### src/rtl/uart_rx_frame_ctrl.sv
// -----------------------------------------------------------------------------
// uart_rx_frame_ctrl
//
// Sequences the byte stream from a UART receiver into checked register-write
// bursts. Frames are SYNC, ADDR, LEN, PAYLOAD[LEN], CHK. The payload is
// buffered and replayed as address-incrementing writes only when the 8-bit
// sum of ADDR..CHK is zero modulo 256.
//
// Optional feature macro: UART_FRAME_TIMEOUT_EN
//   defined   -> inter-byte timeout counter; abort with code 11 on expiry
//   undefined -> no counter; the block waits indefinitely for the next byte
//
// Ports:
//   clk, rst_n   system clock, asynchronous active-low reset
//   rx_data      received byte, valid while rx_done is high
//   rx_done      one-cycle pulse per received byte
//   rx_err       receiver framing error (any high cycle counts)
//   wr_en        register write strobe
//   wr_addr      write address
//   wr_data      write data
//   frame_done   one-cycle pulse after a successful frame
//   frame_err    one-cycle pulse on frame abort
//   err_code     abort cause (00 UART, 01 LEN, 10 CHK, 11 TIMEOUT), held
//   busy         high whenever the controller is not idle
// -----------------------------------------------------------------------------
module uart_rx_frame_ctrl #(
    parameter logic [7:0]  P_SYNC        = 8'hA5,
    parameter int          P_MAX_LEN     = 16,
    parameter logic [15:0] P_TIMEOUT_CNT = 16'd43300
) (
    input  logic       clk,
    input  logic       rst_n,
    input  logic [7:0] rx_data,
    input  logic       rx_done,
    input  logic       rx_err,
    output logic       wr_en,
    output logic [7:0] wr_addr,
    output logic [7:0] wr_data,
    output logic       frame_done,
    output logic       frame_err,
    output logic [1:0] err_code,
    output logic       busy
);

    localparam int         IDX_W     = (P_MAX_LEN > 1) ? $clog2(P_MAX_LEN) : 1;
    localparam logic [7:0] MAX_LEN_B = 8'(P_MAX_LEN);

    localparam logic [2:0] S_IDLE    = 3'd0;
    localparam logic [2:0] S_ADDR    = 3'd1;
    localparam logic [2:0] S_LEN     = 3'd2;
    localparam logic [2:0] S_PAYLOAD = 3'd3;
    localparam logic [2:0] S_CHK     = 3'd4;
    localparam logic [2:0] S_COMMIT  = 3'd5;

    localparam logic [1:0] ERR_UART    = 2'b00;
    localparam logic [1:0] ERR_LEN     = 2'b01;
    localparam logic [1:0] ERR_CHK     = 2'b10;
    localparam logic [1:0] ERR_TIMEOUT = 2'b11;

    logic [2:0] state_q, state_d;
    logic [7:0] base_q, base_d;
    logic [7:0] len_q, len_d;
    logic [7:0] sum_q, sum_d;
    logic [7:0] idx_q, idx_d;
    logic       wr_en_q, wr_en_d;
    logic [7:0] wr_addr_q, wr_addr_d;
    logic [7:0] wr_data_q, wr_data_d;
    logic       frame_done_q, frame_done_d;
    logic       frame_err_q, frame_err_d;
    logic [1:0] err_code_q, err_code_d;
    logic       busy_q, busy_d;
    logic       pay_we;
    logic [7:0] chk_sum;
    logic       parse_state;

    logic [7:0] pay_mem_q [P_MAX_LEN];

    assign parse_state = (state_q == S_ADDR) || (state_q == S_LEN) ||
                         (state_q == S_PAYLOAD) || (state_q == S_CHK);
    assign chk_sum     = sum_q + rx_data;

`ifdef UART_FRAME_TIMEOUT_EN
    logic [15:0] to_cnt_q, to_cnt_d;
    logic        to_hit;
    assign to_hit = (to_cnt_q == P_TIMEOUT_CNT);
`endif

    always_comb begin
        // NOTE: every signal gets a default here so no path leaves one unassigned (no latches).
        state_d      = state_q;
        base_d       = base_q;
        len_d        = len_q;
        sum_d        = sum_q;
        idx_d        = idx_q;
        wr_en_d      = 1'b0;
        wr_addr_d    = wr_addr_q;
        wr_data_d    = wr_data_q;
        frame_done_d = 1'b0;
        frame_err_d  = 1'b0;
        err_code_d   = err_code_q;
        pay_we       = 1'b0;

        case (state_q)
            S_IDLE: begin
                if (rx_done && (rx_data == P_SYNC)) state_d = S_ADDR;
            end

            // Replay one buffered byte per cycle; the first write was already
            // issued from CHK, so idx starts at 1 here.
            S_COMMIT: begin
                if (idx_q < len_q) begin
                    wr_en_d   = 1'b1;
                    wr_addr_d = base_q + idx_q;
                    wr_data_d = pay_mem_q[idx_q[IDX_W-1:0]];
                    idx_d     = idx_q + 8'd1;
                end else begin
                    frame_done_d = 1'b1;
                    state_d      = S_IDLE;
                end
            end

            default: begin
                // Receiver errors win over a byte completing in the same cycle.
                if (rx_err) begin
                    frame_err_d = 1'b1;
                    err_code_d  = ERR_UART;
                    state_d     = S_IDLE;
                end else if (rx_done) begin
                    case (state_q)
                        S_ADDR: begin
                            base_d  = rx_data;
                            sum_d   = rx_data;
                            state_d = S_LEN;
                        end
                        S_LEN: begin
                            len_d = rx_data;
                            sum_d = chk_sum;
                            idx_d = 8'd0;
                            if (rx_data > MAX_LEN_B) begin
                                frame_err_d = 1'b1;
                                err_code_d  = ERR_LEN;
                                state_d     = S_IDLE;
                            end else if (rx_data == 8'd0) begin
                                state_d = S_CHK;
                            end else begin
                                state_d = S_PAYLOAD;
                            end
                        end
                        S_PAYLOAD: begin
                            pay_we = 1'b1;
                            sum_d  = chk_sum;
                            idx_d  = idx_q + 8'd1;
                            if ((idx_q + 8'd1) == len_q) state_d = S_CHK;
                        end
                        default: begin // S_CHK
                            if (chk_sum != 8'd0) begin
                                frame_err_d = 1'b1;
                                err_code_d  = ERR_CHK;
                                state_d     = S_IDLE;
                            end else if (len_q == 8'd0) begin
                                frame_done_d = 1'b1;
                                state_d      = S_IDLE;
                            end else begin
                                // Launch the first write now so the burst
                                // starts the cycle after the CHK byte.
                                wr_en_d   = 1'b1;
                                wr_addr_d = base_q;
                                wr_data_d = pay_mem_q[0];
                                idx_d     = 8'd1;
                                state_d   = S_COMMIT;
                            end
                        end
                    endcase
`ifdef UART_FRAME_TIMEOUT_EN
                end else if (to_hit) begin
                    frame_err_d = 1'b1;
                    err_code_d  = ERR_TIMEOUT;
                    state_d     = S_IDLE;
`endif
                end
            end
        endcase

        busy_d = (state_d != S_IDLE);

`ifdef UART_FRAME_TIMEOUT_EN
        // Counts idle cycles between bytes while a frame is being parsed.
        to_cnt_d = (parse_state && !rx_done && (state_d != S_IDLE)) ?
                   to_cnt_q + 16'd1 : 16'd0;
`endif
    end

    // NOTE: sequential state uses non-blocking assignments so every register samples pre-edge values.
    always_ff @(posedge clk or negedge rst_n) begin
        if (!rst_n) begin
            state_q      <= S_IDLE;
            base_q       <= 8'd0;
            len_q        <= 8'd0;
            sum_q        <= 8'd0;
            idx_q        <= 8'd0;
            wr_en_q      <= 1'b0;
            wr_addr_q    <= 8'd0;
            wr_data_q    <= 8'd0;
            frame_done_q <= 1'b0;
            frame_err_q  <= 1'b0;
            err_code_q   <= 2'b00;
            busy_q       <= 1'b0;
        end else begin
            state_q      <= state_d;
            base_q       <= base_d;
            len_q        <= len_d;
            sum_q        <= sum_d;
            idx_q        <= idx_d;
            wr_en_q      <= wr_en_d;
            wr_addr_q    <= wr_addr_d;
            wr_data_q    <= wr_data_d;
            frame_done_q <= frame_done_d;
            frame_err_q  <= frame_err_d;
            err_code_q   <= err_code_d;
            busy_q       <= busy_d;
        end
    end

`ifdef UART_FRAME_TIMEOUT_EN
    always_ff @(posedge clk or negedge rst_n) begin
        if (!rst_n) to_cnt_q <= 16'd0;
        else        to_cnt_q <= to_cnt_d;
    end
`endif

    // NOTE: the payload buffer has no reset; it is always written before it is read.
    always_ff @(posedge clk) begin
        if (pay_we) pay_mem_q[idx_q[IDX_W-1:0]] <= rx_data;
    end

    assign wr_en      = wr_en_q;
    assign wr_addr    = wr_addr_q;
    assign wr_data    = wr_data_q;
    assign frame_done = frame_done_q;
    assign frame_err  = frame_err_q;
    assign err_code   = err_code_q;
    assign busy       = busy_q;

endmodule
### config.mk
export PLATFORM = sky130hd
export DESIGN_NAME = uart_rx_frame_ctrl
export DESIGN_NICKNAME = d
export VERILOG_FILES = /design/src/rtl/uart_rx_frame_ctrl.sv
export SDC_FILE = /design/constraint.sdc
export NUM_CORES = 1
export LEC_CHECK = 0
export CORE_MARGIN = 2
export CORE_UTILIZATION = 50
export DETAILED_ROUTE_END_ITERATION = 16
export MAX_ROUTING_LAYER = met4
export PLACE_DENSITY_LB_ADDON = 0.25
export REMOVE_ABC_BUFFERS = 1
export SLEW_MARGIN = 30
export SYNTH_ARGS = -nofsm -noshare
export SYNTH_HDL_FRONTEND = slang
export SYNTH_SLANG_ARGS = --single-unit
### constraint.sdc
create_clock -name clk -period 2.9 [get_ports clk]
set_clock_uncertainty 0.05 [all_clocks]
set_input_delay 0.58 -clock clk [delete_from_list [all_inputs] [get_ports clk]]
set_output_delay 0.58 -clock clk [all_outputs]
set_load 0.01 [all_outputs]
Yosys cells after proc, flatten, opt, wreduce, memory -nomap -nowiden
Memory sizes are Yosys's and may differ from the RTL's.
Index checks and enable logic that the tools add are counted.
{ "op_classes": {"bitwise": 3, "reduce_logical": 20, "add_sub_neg": 3, "eq_ne": 16, "magnitude_cmp": 2, "n_mux": 64} }
{ "ops": {"columns": ["operator", "n"], "rows": [
  ["8-bit two-way mux", 17],
  ["8-bit one-hot mux with 2 select lines", 4],
  ["3-bit two-way mux", 9],
  ["8-bit one-hot mux with 3 select lines", 1],
  ["1-bit two-way mux", 23],
  ["8-bit adder", 2],
  ["8-bit zero test", 2],
  ["7-bit AND reduction", 2],
  ["2-bit by 1-bit != test with 1-bit output (second input constant)", 6],
  ["4-bit AND reduction", 3],
  ["3-bit one-hot mux with 3 select lines", 1],
  ["8-bit by 1-bit adder with 8-bit output (second input constant)", 1],
  ["8-bit equality test", 1],
  ["8-bit equality test (second input constant)", 1],
  ["8-bit by 5-bit > comparator with 1-bit output (second input constant)", 1],
  ["8-bit less-than comparator", 1],
  ["2-bit two-way mux", 4],
  ["4-bit by 3-bit != test with 1-bit output (second input constant)", 2],
  ["8-bit nonzero test", 1],
  ["3-bit by 2-bit equality test with 1-bit output (second input constant)", 2],
  ["1-bit one-hot mux with 2 select lines", 3],
  ["3-bit one-hot mux with 2 select lines", 1],
  ["2-bit nonzero test", 3],
  ["3-bit nonzero test", 2],
  ["11 further kinds", 15]
]} }
{ "totals": {"n_memories": 1, "input_bits": 12, "mem_bits_rw": 128, "register_bits": 57} }
{ "mem_list": {"columns": ["memory", "words", "word_bits", "read_ports", "rd_ports_with_merged_regs", "wr", "line", "rtl"], "rows": [
  ["pay_mem_q", 16, 8, 2, 0, 1, "76", "logic [7:0] pay_mem_q [P_MAX_LEN];"]
]} }

Longest topological paths before layout
Gate-level depths: netlist of run 1.
{ "depth": {"word_depth": 8, "depth_mapped": 13, "mapped_depth_nobuf": 10} }

Worst setup path before layout of run 1
OpenSTA, ideal clock, no wires.
{ "synth_timing": {"path_kind": "in2reg", "startpoint": "input port rx_data[0]", "endpoint": "register wr_addr_q[0] (netlist: wr_addr[0])", "setup_ns": 0.127, "required_time_ns": 2.723, "cell_stages": 11, "t_arrival_ns": 3.086, "path_buffers": 2, "path_slack_ns": -0.364, "path_cell_list": "ha_1 -> fa_1 -> a211oi_2 -> o21bai_1 -> a2111oi_1 -> nand3_1 -> nor3_4 -> a22o_4 -> buf_6 -> buf_6 -> mux2_1"} }
{ "synth_between": {"elab_chain_len": 4} }
{ "synth_rtl": {"columns": ["element", "line", "rtl"], "rows": [
  ["start, declared", "33", "input logic [7:0] rx_data,"],
  ["8-bit adder", "80", "assign chk_sum = sum_q + rx_data;"],
  ["8-bit nonzero test", "156", "if (chk_sum != 8'd0) begin"],
  ["2-bit by 1-bit != test with 1-bit output (no source line)", null, null],
  ["7-bit AND reduction (no source line)", null, null],
  ["end signal, assigned", "215", "wr_addr_q <= wr_addr_d;"],
  ["end, declared", "66", "logic [7:0] wr_addr_q, wr_addr_d;"]
]} }
Every way passes these cells.
A chain may end at the register's enable or synchronous reset.

Final worst setup path of run 1
{ "layout_timing": {"startpoint": "register sum_q[0]", "endpoint": "register wr_data_q[7] (netlist: wr_data[7])"} }
{ "layout_between": {"elab_chain_len": 4} }
{ "layout_rtl": {"columns": ["element", "line", "rtl"], "rows": [
  ["start, declared", "63", "logic [7:0] sum_q, sum_d;"],
  ["start signal, assigned", "212", "sum_q <= sum_d;"],
  ["8-bit adder", "80", null],
  ["8-bit nonzero test", "156", null],
  ["2-bit by 1-bit != test with 1-bit output (no source line)", null, null],
  ["7-bit AND reduction (no source line)", null, null],
  ["end signal, assigned", "216", "wr_data_q <= wr_data_d;"],
  ["end, declared", "67", "logic [7:0] wr_data_q, wr_data_d;"]
]} }
Every way passes these cells.

==> flow_summary_export.csv, run 1 <==
group,metric,value,unit
outcome,outcome,"complete, but fails checks",
outcome,violations,"setup timing",
hold_path,min_path_type,"reg2reg",
global_route,grt_pass1_vias,5529,
worst_setup_path,worst-path-buf-inv,2,
route,drtAntennaViolNets,0,
clocking,cts.sinks,185,
pwr,leakage,4.008,nW
sta,fin_ws,-132.1,ps
synth,synth_top_family_by_area,"multiplexers",
die,die_height,136.9,um
route,wl,20.42,mm
sta,period_share,104.6,%
synth,yosysWarnings,0,
worst_setup_path,cp_slowest_cell,"dfrtp_1",
die,core,17300,um^2
route,routedWlPerCell,21.68,um
global_route,grt_usage,23.48,%
die,start_util,51.09,%
clocking,htreeDepth,4,
synth,netlist.area_leader.share,43.50,%
worst_setup_path,reg2reg_to,"wr_data[7]",
finish,drive_gt1_share,28.73,%
synth,synth_edf_count,128,
synth,synth_top_area_cell,"edfxtp_1",
clocking,path_clk_slew,70,ps
placed_design,pre_cts_slack,-976.9,ps
worst_setup_path,cp_max_fo,8,
sta,period_minus_slack,3032,ps
finish,mostFrequentLayoutCells,"128 x edfxtp_1, 61 x buf_4, 56 x dfrtp_1",
sta,relSlewSlack,52.36,%
finish,layout_commonest_cell,"edfxtp_1",
hold_path,hold_end,"wr_addr[6]",
finish,final_nets,744,
route,drtPass1Iterations,8,
worst_setup_path,max_stage_delay,410,ps
finish,antennaDiodeCount,0,
placed_design,port_buffers,33,
worst_setup_path,critPathRequiredTime,3160,ps
synth,syn_inst,609,
synth,synth-simple-area-share,8.128,%
synth,syn_area_per_cell,14.51,um^2
job,cap_viol_max_count,0,
placed_design,postPlaceCellArea,9796,um^2
hold_path,min-delay-start,"wr_addr[6]",
synth,async_flop_share,30.81,%
clocking,cts_buffer_depth,2,
synth,synth_compound_area_share,7.788,%
sta,tightest_slew,713.1,ps
route,via_per_inst,5.962,
route,drt_iter0_markers,585,
synth,seq_area_frac_synth,59.64,%
synth,synth_adder_area_share,4.135,%
finish,syn_to_final_growth,20.59,%
pwr,peakVddDrop,0.0004263,V
sta,finalSetupViolCount,18,
synth,ys_ff_latch,185,
worst_setup_path,cp-start-kind,"register",
hold_path,min_path_cells,1,
worst_setup_path,reg2reg_from,"sum_q[0]",
worst_setup_path,r2r_cells,11,
sta,fin_tns_setup,-1939,ps
synth,ys_top_cells_by_area,"edfxtp_1 44%, dfrtp_1 16%, mux4_2 10%, mux2_2 4.3%, ha_1 3.7%",
placed_design,dpl.hpwl,13.30,mm
global_route,antenna_found_initial,0,
clocking,cts_tree,"done",
worst_setup_path,regToRegSetupSlack,-130,ps
worst_setup_path,end_kind,"register",
sta,max_freq,0.3298,GHz
worst_setup_path,critical_path.top_delay_family,"compound AO/OA/AOI/OAI gates",
global_route,overflow,0,
clocking,root_buffer,"clkbuf_16",
global_route,grt_pass1_wl,31.37,mm
synth,ys_types,60,
pwr,power_density,494.3,nW/um^2
worst_setup_path,cp.arrival,3300,ps
synth,yosys.area_share.xor_xnor,1.982,%
synth,yosys_most_used_dff,"edfxtp_1",
synth,synth_area,8836,um^2
finish,post-route-util,61.60,%
clocking,cts-buffers-inserted,17,
placed_design,place_congestion,0.9136,
sta,finalHoldViolations,0,
die,rows,48,
die,die_area,18750,um^2
worst_setup_path,crit_chain,"ha_4 > fa_2 > a211oi_2 > o21bai_1 > a2111oi_2 > nand3_2 > buf_6 > nor3_4 > a22o_4 > clkbuf_16 > mux2_4",
route,vias,5616,
clocking,clock_latency,430,ps
sta,drv_slew,0,
sta,rsz0062_at_grt,"yes",
die,io_pins,34,
synth,muxShareOfSynthArea,16.11,%
worst_setup_path,path_class,"reg2reg",
finish,final_area,10660,um^2
route,drc,0,
global_route,grt_max_degree,26,
die,fp.dieW,136.9,um
## synth_stat cells (all sizes together) (6+ instances only)
| cell type | instances |
|---|---|
| inv | 19 |
| a21oi | 13 |
| buf | 8 |
| o21a | 6 |
| dfrtp | 57 |
| xnor2 | 6 |
| nor4 | 7 |
| o31ai | 8 |
| nor2 | 43 |
| nand3 | 8 |
| nand2 | 35 |
| mux4 | 40 |
| nor3 | 16 |
| xor2 | 14 |
| ha | 26 |
| clkbuf | 18 |
| a21o | 8 |
| o21ai | 34 |
| nor2b | 11 |
| nand2b | 9 |
| mux2 | 42 |
| edfxtp | 128 |
## where the power goes
group	total, mW	internal, mW	switching, mW
logic	0.203	0.0795	0.124
clock network	2.22	1.22	1.00
registers	2.84	2.83	0.00572
total	5.27	4.13	1.13
## metrics by stage
stage,power [mW],cells,hold WS (ps)
final,5.266,942,445.8
after global routing,5.404,942,470.3
after CTS,5.290,938,446.9
after detailed placement,3.080,901,430.5
after global placement,3.074,901,418.2
after floorplan,2.960,583,234.4
## worst register-to-register path, delay by kind of cell, from the launching register on
family | cells | cell delay (ps)
flops | 1 | 410
buf+inv | 2 | 340
fa+ha+maj | 2 | 550
simple gates | 2 | 260
mux | 1 | 300
compound gates | 4 | 1010
## cell families (layout without fill, tap and decap cells)
group	Yosys count	count (layout)
AOI/OAI and AO/OA	100	100
xor gates and xnor gates	20	20
adders and majority gates	28	28
buffers and inverters	45	153
DFF	185	185
muxes	87	87
and+or+nand+nor	144	144
## worst max path at each step
stage,end,cells past startpoint,slack (ps),start
2_1_floorplan,wr_addr[0],9,-620,idx_q[0]
3_3_place_gp,wr_data[3],10,-970,rx_data[0]
3_5_place_dp,wr_data[3],11,-980,rx_data[0]
4_1_cts,wr_data[1],12,-40,sum_q[0]
5_1_grt,wr_addr[0],11,-210,sum_q[0]
6_report,wr_data[7],11,-130,sum_q[0]
## repair_timing
item,4_1_cts,5_1_grt
setup endpoints to repair,32,26
hold endpoints to repair,13,0
gates cloned,0,1
resized for setup,21,28
pin swaps,5,19
hold buffers,1,0
buffers inserted,4,3
## layout make-up
cell class / count / area [um^2]
Clock inverter: 12 / 115.1
Multi-Input combinational cell: 379 / 3558
Sequential cell: 185 / 5271
Tap cell: 225 / 281.5
Timing Repair Buffer: 102 / 910.9
Clock buffer: 20 / 446.7
Inverter: 19 / 71.32
Fill cell: 1298 / 6641
## per-layer routing
| layer | routed length, um | up-vias | global-route usage [%] | share of wire [%] |
|---|---|---|---|---|
| met2 | 10070 | 208 | 36.35 | 49 |
| met1 | 8951 | 2867 | 32.90 | 44 |
| li1 | - | 2516 | - | - |
| met3 | 1099 | 25 | 3.185 | 5.4 |
| met4 | 295 | 0 | 6.701 | 1.4 |
| met5 | 0 | - | - | 0 |
## state kept, by name, summed over array words and instances, names as in the netlist, 2 cells and up
name	cells
err_code	2
wr_data	8
wr_addr	8
sum_q	8
base_q	8
state_q	3
len_q	8
pay_mem_q	128
idx_q	8
No activity file was read; power rests on OpenSTA's default activity.
==> run 2, diff against run 1 <==
CORE_UTILIZATION = 55   (was 50)
==> run 2 against run 1 <==
  * The flow still finishes with violations (setup timing)
  * Core utilization grew 5.8 points
  * First-iteration DRC count shrank 18%
  * Flip-flop and latch count is the same
  * Register-to-register slack is essentially flat
  * Setup slack got worse by 4.8 ps
  * Critical path type unchanged
  * Largest cell class unchanged
  * Largest power group unchanged
  * Highest routed layer unchanged
==> flow_summary_export.csv, run 2 (same netlist as run 1, synthesis figures left out) <==
group,metric,value,unit
worst_setup_path,cp_max_fo,8,
finish,stdcell_count,935,
finish,layout_commonest_cell,"edfxtp_1",
finish,mostFrequentLayoutCells,"128 x edfxtp_1, 66 x buf_4, 55 x dfrtp_1",
clocking,htreeDepth,4,
worst_setup_path,cp.arrival,3300,ps
global_route,grt_usage,27.18,%
worst_setup_path,regToRegSetupSlack,-140,ps
pwr,power,5.386,mW
global_route,antenna_found_initial,1,
worst_setup_path,r2r_cells,11,
route,drt_iter0_markers,481,
sta,drv_slew,0,
global_route,overflow,0,
worst_setup_path,end_kind,"register",
pwr,internal-power,4.249,mW
sta,rsz0062_at_grt,"yes",
pwr,leakage,4.027,nW
die,rows,46,
sta,finalHoldViolations,0,
placed_design,place_congestion,0.9284,
worst_setup_path,crit_chain,"ha_2 > fa_2 > a211oi_4 > buf_6 > nor4b_4 > a311oi_2 > nand3_2 > nor3_4 > buf_4 > a22o_4 > mux2_4",
global_route,grt_max_degree,29,
global_route,grt_pass1_wl,32.39,mm
route,wl,21.11,mm
pwr,peakVddDrop,0.0004459,V
clocking,cts-buffers-inserted,17,
route,met1Wirelength,8.781,mm
finish,post-route-util,67.36,%
die,core,15770,um^2
placed_design,port_buffers,33,
pwr,p_seq_share,52.7,%
worst_setup_path,max_stage_delay,390,ps
clocking,clock_latency,430,ps
finish,drive_gt1_share,28.69,%
hold_path,min_path_type,"in2async",
clocking,cts_hold_buf,0,
worst_setup_path,path_class,"reg2reg",
pwr,clkPwrFrac,43.4,%
route,drtAntennaViolNets,0,
global_route,grt_pass1_vias,5740,
sta,period_share,104.7,%
worst_setup_path,worst-path-buf-inv,2,
route,wl_met3,1.460,mm
worst_setup_path,reg2reg_from,"sum_q[0]",
route,drc,0,
pwr,power_switching,1.137,mW
finish,fill_cells,1104,
die,io_pins,34,
outcome,violations,"setup timing",
clocking,cts_tree,"done",
die,start_util,56.03,%
route,vias,5734,
pwr,sw_frac_of_total,21.12,%
job,cap_viol_max_count,0,
worst_setup_path,cp_slowest_cell,"dfrtp_1",
placed_design,dpl.hpwl,13.62,mm
worst_setup_path,critPathRequiredTime,3170,ps
sta,max_freq,0.3293,GHz
sta,finalSetupViolCount,20,
clocking,cts_buffer_depth,2,
die,fp.dieW,130.8,um
worst_setup_path,reg2reg_to,"wr_addr[3]",
pwr,power_density,507.0,nW/um^2
route,via_per_inst,6.133,
finish,syn_to_final_growth,20.22,%
route,routedWlPerCell,22.58,um
worst_setup_path,cp-start-kind,"register",
clocking,root_buffer,"clkbuf_16",
worst_setup_path,critical_path.top_delay_family,"compound AO/OA/AOI/OAI gates",
sta,fin_ws,-136.9,ps
finish,final_nets,745,
route,met2_length,10.40,mm
route,top_layer,"met4",
die,die_height,130.8,um
pwr,combPwrFrac,3.8,%
placed_design,dp.cells,892,
clocking,cts.sinks,185,
clocking,path_clk_slew,70,ps
sta,period_minus_slack,3037,ps
finish,largest_register_ffs,128,
route,drtPass1Iterations,6,
die,die_area,17100,um^2
outcome,outcome,"complete, but fails checks",
sta,whs,91.44,ps
sta,relSlewSlack,53.16,%
sta,tightest_slew,702.5,ps
==> run 2: cell types whose count changed in the layout (fill, tap and decap cells not counted), moves of 2 or more <==
| cell | delta |
|---|---|
| buf_4 | +5 |
| buf_12 | -3 |
| mux2_2 | +3 |
| a22o_4 | +2 |
| clkinv_2 | -2 |
| mux2_4 | -2 |
==> run 2: how the worst max path moves through the flow <==
stage,cells after the start,end,slack [ps],from
3_3_place_gp,10,wr_data[7],-980,rx_data[0]
2_1_floorplan,9,wr_addr[0],-620,idx_q[0]
6_report,11,wr_addr[3],-140,sum_q[0]
3_5_place_dp,10,wr_data[6],-1010,rx_data[0]
4_1_cts,10,wr_data[5],-80,sum_q[0]
5_1_grt,11,wr_data[4],-240,sum_q[0]
==> run 2: area by class of cell <==
type	count	area [um^2]	share of cell area [%]
Timing Repair Buffer	101	850.8	8.009
Tap cell	216	270.3	2.544
Inverter	19	71.32	0.6714
Clock buffer	21	460.4	4.335
Clock inverter	11	136.4	1.284
Antenna cell	1	2.502	0.02356
Sequential cell	185	5273	49.63
Multi-Input combinational cell	381	3558	33.50
==> run 2: power by group through the flow <==
stage / Combinational, mW / Sequential (mW) / Clock [mW]
6_report: 0.207 / 2.84 / 2.34
5_1_grt: 0.225 / 2.84 / 2.47
4_1_cts: 0.199 / 2.84 / 2.37
3_5_place_dp: 0.189 / 2.89 / 0
3_3_place_gp: 0.182 / 2.89 / 0
2_1_floorplan: 0.0633 / 2.90 / 0
==> run 2: through the flow <==
| step | setup TNS [ps] | instance area [um^2] | setup slack [ps] |
|---|---|---|---|
| 6_report | -2147 | 10620 | -136.9 |
| 5_1_grt | -4760 | 10620 | -236.1 |
| 4_1_cts | -1214 | 10530 | -84.07 |
| 3_5_place_dp | -28150 | 9772 | -1008 |
| 3_3_place_gp | -27540 | 9772 | -981.2 |
| 2_1_floorplan | -17110 | 8712 | -623.3 |
==> run 2: metal layers <==
metal  up-vias  GRT usage [%]
met2       243          41.45
li1       2534              -
met1      2916          36.48
met4         0          10.51
met5         -              -
met3        41          5.578
==> run 2: worst register-to-register path, stage by stage, from the launching register on <==
cell and delay [ps]:
dfrtp_1 390, ha_2 190, fa_2 370, a211oi_4 270
buf_6 150, nor4b_4 40, a311oi_2 310, nand3_2 190
nor3_4 280, buf_4 160, a22o_4 210, mux2_4 320
==> run 2: timing repair <==
item / 4_1_cts / 5_1_grt
cloned: 2 / 0
pin swaps: 13 / 13
setup endpoints to repair: 32 / 29
setup buffers: 6 / 2
resized for setup: 26 / 15
